`src/rtl/clk_div_pkg.sv`:
```
// clk_div_prog shared definitions.
// Default width, reset divisor and divisor type.
package clk_div_pkg;

  localparam int W_DEF           = 8;
  localparam int DEFAULT_DIV_DEF = 7;

  typedef logic [W_DEF-1:0] div_t;

endpackage

```
`src/rtl/clk_div_negext.sv`:
```
// clk_div_prog falling-edge resample flop.
// Kept apart so negedge timing is constrained alone.
module clk_div_negext (
  input  logic clk_in,
  input  logic rst,
  input  logic d,
  output logic q
);

  // resample on the falling edge, reset sampled on that edge
  always_ff @(negedge clk_in) begin
    if (rst) q <= 1'b0;
    else     q <= d;
  end

endmodule

```
`src/rtl/clk_div_prog.sv`:
```
// clk_div_prog: programmable 50% duty clock divider.
// New divisors switch only at period boundaries.
module clk_div_prog
  import clk_div_pkg::*;
#(
  parameter int W           = W_DEF,
  parameter int DEFAULT_DIV = DEFAULT_DIV_DEF
) (
  input  logic         clk_in,
  input  logic         rst,
  input  logic         en,
  input  logic [W-1:0] div_in,
  input  logic         div_load,
  output logic         div_ack,
  output logic         div_err,
  output logic [W-1:0] div_cur,
  output logic         clk_out,
  output logic         tick
);

  localparam logic [W-1:0] ONE = W'(1);
  localparam logic [W-1:0] TWO = W'(2);

  logic [W-1:0] cnt;
  logic [W-1:0] div_q;
  logic [W-1:0] pend_div;
  logic [W-1:0] div_nxt;
  logic         pend_vld;
  logic         run;
  logic         clk_p;
  logic         clk_n;
  logic         ack_q;
  logic         err_q;
  logic         bnd;

  assign bnd     = !run || (cnt == div_q - ONE);
  assign div_nxt = pend_vld ? pend_div : div_q;

  // counter, phase, divisor switch and load handshake
  always_ff @(posedge clk_in) begin
    if (rst) begin
      cnt      <= '0;
      run      <= 1'b0;
      clk_p    <= 1'b0;
      div_q    <= W'(DEFAULT_DIV);
      pend_div <= '0;
      pend_vld <= 1'b0;
      ack_q    <= 1'b0;
      err_q    <= 1'b0;
    end else begin
      ack_q <= bnd & pend_vld;
      err_q <= div_load & (div_in == '0);
      if (bnd) begin
        div_q <= div_nxt;
        run   <= en;
        cnt   <= '0;
        clk_p <= en & (div_nxt >= TWO);
      end else begin
        cnt   <= cnt + ONE;
        clk_p <= (cnt + ONE) < (div_q >> 1);
      end
      if (div_load && div_in != '0) begin
        pend_div <= div_in;
        pend_vld <= 1'b1;
      end else if (bnd) begin
        pend_vld <= 1'b0;
      end
    end
  end

  clk_div_negext u_negext (
    .clk_in (clk_in),
    .rst    (rst),
    .d      (clk_p),
    .q      (clk_n)
  );

  // pick the output shape from the divisor in effect
  always_comb begin
    clk_out = clk_p;
    if (div_q == ONE) clk_out = clk_in & run;
    else if (div_q[0]) clk_out = clk_p | clk_n;
  end

  assign tick    = run & (cnt == '0);
  assign div_ack = ack_q;
  assign div_err = err_q;
  assign div_cur = div_q;

endmodule

```
`config.mk`:
```
export PLATFORM = sky130hd
export DESIGN_NAME = clk_div_prog
export DESIGN_NICKNAME = d
export VERILOG_FILES = /design/src/rtl/clk_div_pkg.sv /design/src/rtl/clk_div_negext.sv /design/src/rtl/clk_div_prog.sv
export SDC_FILE = /design/constraint.sdc
export NUM_CORES = 1
export LEC_CHECK = 0
export ABC_AREA = 1
export ABC_CLOCK_PERIOD_IN_PS = 2800
export BUFFER_PORTS_ARGS = -buffer_cell sky130_fd_sc_hd__buf_4
export CAP_MARGIN = 20
export CELL_PAD_IN_SITES_DETAIL_PLACEMENT = 0
export CELL_PAD_IN_SITES_GLOBAL_PLACEMENT = 2
export CORE_ASPECT_RATIO = 2
export CORE_MARGIN = 4
export CORE_UTILIZATION = 30
export CTS_BUF_LIST = sky130_fd_sc_hd__clkbuf_8
export DETAILED_ROUTE_END_ITERATION = 16
export PLACE_DENSITY_LB_ADDON = 0.12
export SKIP_CTS_REPAIR_TIMING = 1
export SLEW_MARGIN = 20
export SYNTH_ARGS = -nofsm -noshare
export SYNTH_HDL_FRONTEND = slang
export SYNTH_SLANG_ARGS = --single-unit
export TNS_END_PERCENT = 100
```
`constraint.sdc`:
```
create_clock -name clk_in -period 2.8 [get_ports clk_in]
set_input_delay 0.14 -clock clk_in [delete_from_list [all_inputs] [get_ports clk_in]]
set_output_delay 0.14 -clock clk_in [all_outputs]
set_load 0.01 [all_outputs]
```
==> results of run 1 <==
## cells by family after synthesis
| logic type | Yosys count | synth area share, % |
|---|---|---|
| fa+ha+maj | 10 | 7.09 |
| simple gates | 155 | 36.9 |
| compound gates | 29 | 8.58 |
| buf+inv | 42 | 9.50 |
| flops | 30 | 34.0 |
| xor+xnor | 7 | 3.90 |
## critical path, delay by kind of cell, from the launching register on
family / cells / cell delay (ns)
buffers and inverters: 1 / 0.13
AOI/OAI and AO/OA: 2 / 0.21
DFF: 1 / 0.30
## path summary, 6_finish.rpt
kind / from / to / slack [ns]
max: u_negext.q / clk_out / 0.17
min: div_in[5] / pend_div[5] / 0.02
max reg2reg: div_cur[0] / run / 0.52
min reg2reg: pend_div[5] / pend_div[5] / 0.48
## placed cells by master (no fill, tap or decap), types with 2 or more instances in the layout
master and count:
nand2_1 67, nor2_1 56, inv_1 36, dfxtp_1 30
buf_4 23, o21ai_0 19, nand3_1 17, ha_1 10
clkbuf_8 8, a21oi_1 7, nor2_2 4, xor2_1 3
nand4_1 3, nand2_2 3, xnor2_1 3, dlygate4sd3_1 3
nor4_1 2, a21boi_0 2
## routing by layer
layer	GRT usage, %	share of wire, %
met1	12.7	34
met2	30.7	59
met3	3.95	3.2
met4	9.70	4.3
met5	0	0
## through the flow
step / cells / util (%) / power [mW]
2_1_floorplan: 273 / - / 0.688
3_3_place_gp: 351 / 34.7 / 0.792
3_5_place_dp: 351 / 34.7 / 0.791
4_1_cts: 362 / 36.9 / 1.24
5_1_grt: 365 / 37.4 / 1.30
6_report: 365 / 37.4 / 1.21
## power breakdown
| part | internal, mW | switching [mW] | total [mW] |
|---|---|---|---|
| sequential | 0.458 | 0.0452 | 0.503 |
| clock | 0.263 | 0.184 | 0.447 |
| combinational | 0.107 | 0.155 | 0.262 |
| total | 0.828 | 0.384 | 1.21 |
## sequential cells by signal (all words and copies together), names as in the netlist
name        count
clk_p           1
cnt             8
div_ack         1
div_cur         8
div_err         1
pend_div        8
pend_vld        1
run             1
u_negext.q      1
## area by class of cell
| type | count | share of cell area (%) |
|---|---|---|
| Inverter | 35 | 6.15 |
| Clock inverter | 4 | 0.762 |
| Clock buffer | 9 | 5.51 |
| Sequential cell | 30 | 28.1 |
| Multi-Input combinational cell | 201 | 46.7 |
| Timing Repair Buffer | 25 | 9.14 |
| Tap cell | 61 | 3.58 |
==> impl_metrics.env, run 1 <==
export IMPL_status="completed"
export IMPL_fin_area_um2=2130
export IMPL_die_y_um=116
export IMPL_route_vias_total=1723
export IMPL_min_path_cells=3
export IMPL_path_clk_slew_ns=0.06
export IMPL_grt_pass1_wl_mm=8.27
export IMPL_synthFlopType="dfxtp_1"
export IMPL_hold_class="in -> reg"
export IMPL_place_congestion=0.823
export IMPL_whs_ns=0.0205
export IMPL_ys_seq_elements=30
export IMPL_p_per_area_nw_per_um2=568
export IMPL_grt_ovfl_total=0
export IMPL_synth_edf_count=0
export IMPL_syn_avg_cell_area_um2=6.47
export IMPL_nets=325
export IMPL_grt_max_degree=22
export IMPL_worstPathArrival_ns=2.49
export IMPL_yosysUniqueCellTypes=25
export IMPL_antenna_found_initial=0
export IMPL_synth_common_cells="nand2_1 (67), nor2_1 (56), inv_1 (35), dfxtp_1 (30), o21ai_0 (19)"
export IMPL_multi_input_area_um2=997
export IMPL_tns_ns=0
export IMPL_place_area_um2=1980
export IMPL_insertedDiodeCount=0
export IMPL_cp_max_fo=1
export IMPL_rsz0062_at_grt="false"
export IMPL_cp_end_kind="output pin"
export IMPL_hpwl_mm=4.20
export IMPL_start_util_pct=30.9
export IMPL_fin_worst_skew_ns=0.0688
export IMPL_setup_viol=0
export IMPL_core_um2=5710
export IMPL_async_flop_share_pct=0
export IMPL_floorplan_die_area_um2=7250
export IMPL_fp_dieW_um=62.2
export IMPL_first_pass_iters=4
export IMPL_critPathKind="reg -> out"
export IMPL_r2r_cells=13
export IMPL_path_common_cell="a21oi_1"
export IMPL_wl_mm=5.10
export IMPL_slowest_delay_ns=0.30
export IMPL_avgViaCountPerCell=4.72
export IMPL_port_buffers=23
export IMPL_synth_cells=273
export IMPL_yosysTopAreaCell="dfxtp_1"
export IMPL_drc=0
export IMPL_slew_violations=0
export IMPL_yosys_top_cells_area="dfxtp_1 (34%), nand2_1 (14%), nor2_1 (12%)"
export IMPL_relSlewSlack_pct=58.4
export IMPL_gr_usage_all_layers_pct=15.3
export IMPL_nFillCells=654
export IMPL_syn_nets=295
export IMPL_cts_tree="yes"
export IMPL_vdd_drop_max_v=0.000337
export IMPL_cp_slowest_cell="dfxtp_1"
export IMPL_required_ns=2.66
export IMPL_hold_viol_final=0
export IMPL_area_delta_synth_final_pct=20.9
export IMPL_wl_per_cell_um=14.0
export IMPL_p_leak_nw=1.07
export IMPL_crit_chain="a21oi_1 -> a21oi_1 -> buf_4"
export IMPL_grt_pass1_vias=1727
export IMPL_yosys_warnings=0
export IMPL_worstMarginPinSlew_ns=0.623
export IMPL_row_count=39
export IMPL_drive_above_1_share_pct=13.8
export IMPL_synth_seq_area_share_pct=34.0
export IMPL_synth_area_um2=1770
export IMPL_final_seq_area_um2=601
export IMPL_place_ws_ns=0.435
export IMPL_yosysMostFrequentCell="nand2_1"
export IMPL_drv_cap=0
export IMPL_io_pins=24
export IMPL_cp_start_kind="flop"
export IMPL_drt_initial_drc_count=40
export IMPL_synth_top_area_share_pct=34.0
export IMPL_fin_ws_ns=0.171
export IMPL_clkLatencyLatePin_ns=0.45
export IMPL_postRouteAntennaNets=0
(Power assumes the default switching activity.)
==> inputs of run 2 (changes only) <==
--- a/config.mk
+++ b/config.mk
@@ -9,8 +9,6 @@
 export ABC_CLOCK_PERIOD_IN_PS = 2800
 export BUFFER_PORTS_ARGS = -buffer_cell sky130_fd_sc_hd__buf_4
 export CAP_MARGIN = 20
-export CELL_PAD_IN_SITES_DETAIL_PLACEMENT = 0
-export CELL_PAD_IN_SITES_GLOBAL_PLACEMENT = 2
 export CORE_ASPECT_RATIO = 2
 export CORE_MARGIN = 4
 export CORE_UTILIZATION = 30
==> run 2 against run 1 <==
  * Sequential power about the same
  * Die area unchanged
  * Global-route usage decreased by 0.69 points
  * Non-clock buffer count decreased by 1
  * Register-to-register slack improved by 0.05 ns
  * Hold slack got worse by 0.016 ns
  * Largest power group unchanged
==> impl_metrics.env, run 2 (same netlist as run 1, synthesis figures left out) <==
export IMPL_avgViaCountPerCell=4.74
export IMPL_layoutNonFillerInstCount=364
export IMPL_hold_viol_final=0
export IMPL_place_area_um2=1980
export IMPL_area_delta_synth_final_pct=20.9
export IMPL_floorplan_die_area_um2=7250
export IMPL_cp_start_kind="flop"
export IMPL_io_pins=24
export IMPL_grt_pass1_vias=1734
export IMPL_relSlewSlack_pct=59.3
export IMPL_first_pass_iters=4
export IMPL_drt_initial_drc_count=38
export IMPL_hpwl_mm=3.89
export IMPL_grt_pass1_wl_mm=7.89
export IMPL_dpl_cell_count=351
export IMPL_final_cell_mix="nand2_1 (67), nor2_1 (56), inv_1 (36)"
export IMPL_path_clk_slew_ns=0.06
export IMPL_grt_max_degree=22
export IMPL_fin_util_pct=37.4
export IMPL_wl_per_cell_um=13.0
export IMPL_gr_usage_all_layers_pct=14.6
export IMPL_drive_above_1_share_pct=14.2
export IMPL_required_ns=2.66
export IMPL_cts_tree="yes"
export IMPL_rsz0062_at_grt="false"
export IMPL_drc=0
export IMPL_power_mw=1.24
export IMPL_min_from="div_load"
export IMPL_r2r_start="div_cur[0]"
export IMPL_tns_ns=0
export IMPL_core_um2=5710
export IMPL_fin_area_um2=2130
export IMPL_p_leak_nw=1.07
export IMPL_port_buffers=23
export IMPL_fin_worst_skew_ns=0.0705
export IMPL_cp_end_kind="output pin"
export IMPL_critPathKind="reg -> out"
export IMPL_cp_max_fo=1
export IMPL_worstMarginPinSlew_ns=0.610
export IMPL_fp_dieW_um=62.2
export IMPL_setup_viol=0
export IMPL_drv_cap=0
export IMPL_route_vias_total=1724
export IMPL_slew_violations=0
export IMPL_wl_mm=4.74
export IMPL_die_y_um=116
export IMPL_insertedDiodeCount=0
export IMPL_p_per_area_nw_per_um2=579
export IMPL_clkLatencyLatePin_ns=0.45
export IMPL_postRouteAntennaNets=0
export IMPL_row_count=39
export IMPL_worstPathArrival_ns=2.50
export IMPL_start_util_pct=30.9
export IMPL_antenna_found_initial=0
export IMPL_final_common_cell="nand2_1"
export IMPL_nets=324
export IMPL_vdd_drop_max_v=0.000380
export IMPL_grt_ovfl_total=0
export IMPL_hold_class="in -> reg"
export IMPL_crit_start="u_negext.q"
export IMPL_status="completed"
export IMPL_place_congestion=0.900
==> run 2: cell count changes in the layout (fill, tap and decap cells not counted) <==
| cell | change |
|---|---|
| clkbuf_8 | +1 |
| dlygate4sd3_1 | -1 |
| clkinv_1 | -1 |
==> run 2: layer usage <==
layer | up-vias | global-route usage (%) | part of all wire [%]
li1 | 906 | - | -
met1 | 757 | 11.2 | 32
met2 | 42 | 28.5 | 58
met3 | 19 | 3.18 | 3.8
met4 | 0 | 14.2 | 6.0
met5 | - | 0 | 0
==> run 2: path summary, 6_finish.rpt <==
| check | endpoint | slack [ns] | cells after the start |
|---|---|---|---|
| max reg2reg | run | 0.57 | 13 |
| max | clk_out | 0.16 | 3 |
| min reg2reg | pend_div[5] | 0.48 | 2 |
| min | div_err | 0.004 | 3 |
==> run 2: worst max-delay path, cell delays in order, from the launching register on <==
cell     delay, ns
dfxtp_1       0.28
a21oi_1       0.14
a21oi_1       0.08
buf_4         0.14
==> run 2: cell type report <==
class                      count  area (um2)
tap                           61        76.3
clock buffer                  10         131
clock inverter                 3        12.5
inverter                      35         131
timing repair buffer          24         185
fill                         653        3570
sequential                    30         601
multi-input combinational    201         997
==> run 2: power by group <==
group          internal (mW)  switching (mW)
clock                  0.291           0.186
sequential             0.458          0.0430
combinational          0.106           0.152
total                  0.855           0.381
==> run 2: per-stage QoR <==
step,setup WS [ns],hold WS [ns]
after global routing,0.118,0.0163
final,0.162,0.00440
after CTS,0.130,-0.0323
after global placement,0.496,0.358
after detailed placement,0.507,0.368
after floorplan,0.681,0.251
==> inputs of run 3 (changes only) <==
--- a/config.mk
+++ b/config.mk
@@ -11,7 +11,7 @@
 export CAP_MARGIN = 20
 export CORE_ASPECT_RATIO = 2
 export CORE_MARGIN = 4
-export CORE_UTILIZATION = 30
+export CORE_UTILIZATION = 44
 export CTS_BUF_LIST = sky130_fd_sc_hd__clkbuf_8
 export DETAILED_ROUTE_END_ITERATION = 16
 export PLACE_DENSITY_LB_ADDON = 0.12
==> run 3 against run 2 <==
  * Critical path depth is the same
  * Sequential share of layout area grew 0.17 points
  * Combinational power shrank 2%
  * Count of clock-buffer cells in the layout is the same
  * Clock skew grew 0.0075 ns
  * Die area shrank 29%
  * Via count shrank 1.5%
  * Register-to-register slack gained 0.03 ns
  * Global-route usage grew 4.7 points
  * Worst setup slack lost 0.0097 ns
  * Hold slack gained 0.0023 ns
  * Largest power group unchanged
  * Highest routed layer unchanged
==> impl_metrics.env, run 3 (same netlist as run 1, synthesis figures left out) <==
export IMPL_vdd_drop_max_v=0.000431
export IMPL_grt_max_degree=22
export IMPL_dpl_cell_count=341
export IMPL_reg2reg_slack_ns=0.60
export IMPL_first_pass_iters=4
export IMPL_fin_util_pct=54.6
export IMPL_relSlewSlack_pct=62.7
export IMPL_cp_max_fo=1
export IMPL_start_util_pct=45.5
export IMPL_grt_pass1_wl_mm=7.28
export IMPL_cp_end_kind="output pin"
export IMPL_wl_per_cell_um=11.9
export IMPL_status="completed"
export IMPL_p_leak_nw=1.07
export IMPL_r2r_start="div_cur[0]"
export IMPL_worstPathArrival_ns=2.51
export IMPL_clkLatencyLatePin_ns=0.46
export IMPL_antenna_found_initial=0
export IMPL_rsz0062_at_grt="false"
export IMPL_setup_viol=0
export IMPL_port_buffers=23
export IMPL_slew_violations=0
export IMPL_fin_worst_skew_ns=0.0780
export IMPL_worstMarginPinSlew_ns=0.559
export IMPL_whs_ns=0.00671
export IMPL_gr_usage_all_layers_pct=19.3
export IMPL_fp_dieW_um=52.8
export IMPL_wl_mm=4.22
export IMPL_core_um2=3880
export IMPL_p_per_area_nw_per_um2=577
export IMPL_min_path_cells=3
export IMPL_slowest_delay_ns=0.29
export IMPL_die_y_um=97.6
export IMPL_postRouteAntennaNets=0
export IMPL_nFillCells=441
export IMPL_reg2reg_to="run"
export IMPL_r2r_cells=13
export IMPL_final_cell_mix="nand2_1 (67), nor2_1 (56), inv_1 (36)"
export IMPL_insertedDiodeCount=0
export IMPL_grt_ovfl_total=0
export IMPL_final_common_cell="nand2_1"
export IMPL_drive_above_1_share_pct=14.2
export IMPL_floorplan_die_area_um2=5150
export IMPL_critPathKind="reg -> out"
export IMPL_tns_ns=0
export IMPL_drc=0
export IMPL_cp_slowest_cell="dfxtp_1"
export IMPL_cp_start_kind="flop"
export IMPL_multi_input_area_um2=997
export IMPL_min_to="div_err"
export IMPL_final_seq_area_um2=601
export IMPL_avgViaCountPerCell=4.80
export IMPL_path_common_cell="a21oi_1"
export IMPL_place_congestion=0.824
export IMPL_required_ns=2.66
export IMPL_drv_cap=0
export IMPL_drt_initial_drc_count=28
export IMPL_place_area_um2=1970
export IMPL_fin_area_um2=2120
export IMPL_cts_tree="yes"
export IMPL_min_from="div_load"
export IMPL_nets=324
export IMPL_area_delta_synth_final_pct=20.2
export IMPL_crit_chain="a21oi_1 -> a21oi_1 -> buf_4"
export IMPL_hold_class="in -> reg"
export IMPL_path_clk_slew_ns=0.06
export IMPL_hold_viol_final=0
export IMPL_layoutNonFillerInstCount=354
export IMPL_hpwl_mm=3.45
export IMPL_io_pins=24
export IMPL_route_vias_total=1699
export IMPL_row_count=32
export IMPL_grt_pass1_vias=1699
==> run 3: routing by layer <==
metal / GRT usage (%) / up-vias / share of wire [%]
li1: - / 906 / -
met3: 3.99 / 8 / 3.1
met2: 35.8 / 32 / 60
met5: 0 / - / 0
met4: 12.8 / 0 / 2.9
met1: 17.1 / 753 / 34
==> run 3: how the worst max path moves through the flow <==
| stage | start | end | cells past startpoint |
|---|---|---|---|
| global route | u_negext.q | clk_out | 3 |
| global placement | div_cur[0] | run | 13 |
| floorplan | u_negext.q | clk_out | 2 |
| finish | u_negext.q | clk_out | 3 |
| detailed placement | div_cur[0] | run | 13 |
| CTS | u_negext.q | clk_out | 3 |
==> run 3: per-stage QoR <==
stage	setup slack, ns	power, mW
CTS	0.143	1.24
global route	0.0560	1.31
global placement	0.628	0.773
finish	0.153	1.22
detailed placement	0.588	0.776
floorplan	0.681	0.688
==> run 3: worst max-delay path: cells and delay by family (launching register included) <==
| family | cells | cell delay [ns] |
|---|---|---|
| AO/OA/AOI/OAI | 2 | 0.22 |
| buffers and inverters | 1 | 0.14 |
| flip-flops | 1 | 0.29 |
==> run 3: layout make-up <==
| cell class | instances | share of cell area [%] |
|---|---|---|
| multi-input cells | 201 | 47.0 |
| flip-flops and latches | 30 | 28.3 |
| repair buffers | 24 | 8.73 |
| clock buffers | 10 | 6.19 |
| inverters | 35 | 6.19 |
| well taps | 51 | 3.01 |
| clock inverters | 3 | 0.590 |
==> run 3: where the power goes <==
group | switching [mW] | internal (mW) | total, mW
Sequential | 0.0420 | 0.458 | 0.500
Combinational | 0.148 | 0.106 | 0.254
Clock | 0.180 | 0.291 | 0.471
Total | 0.370 | 0.855 | 1.22
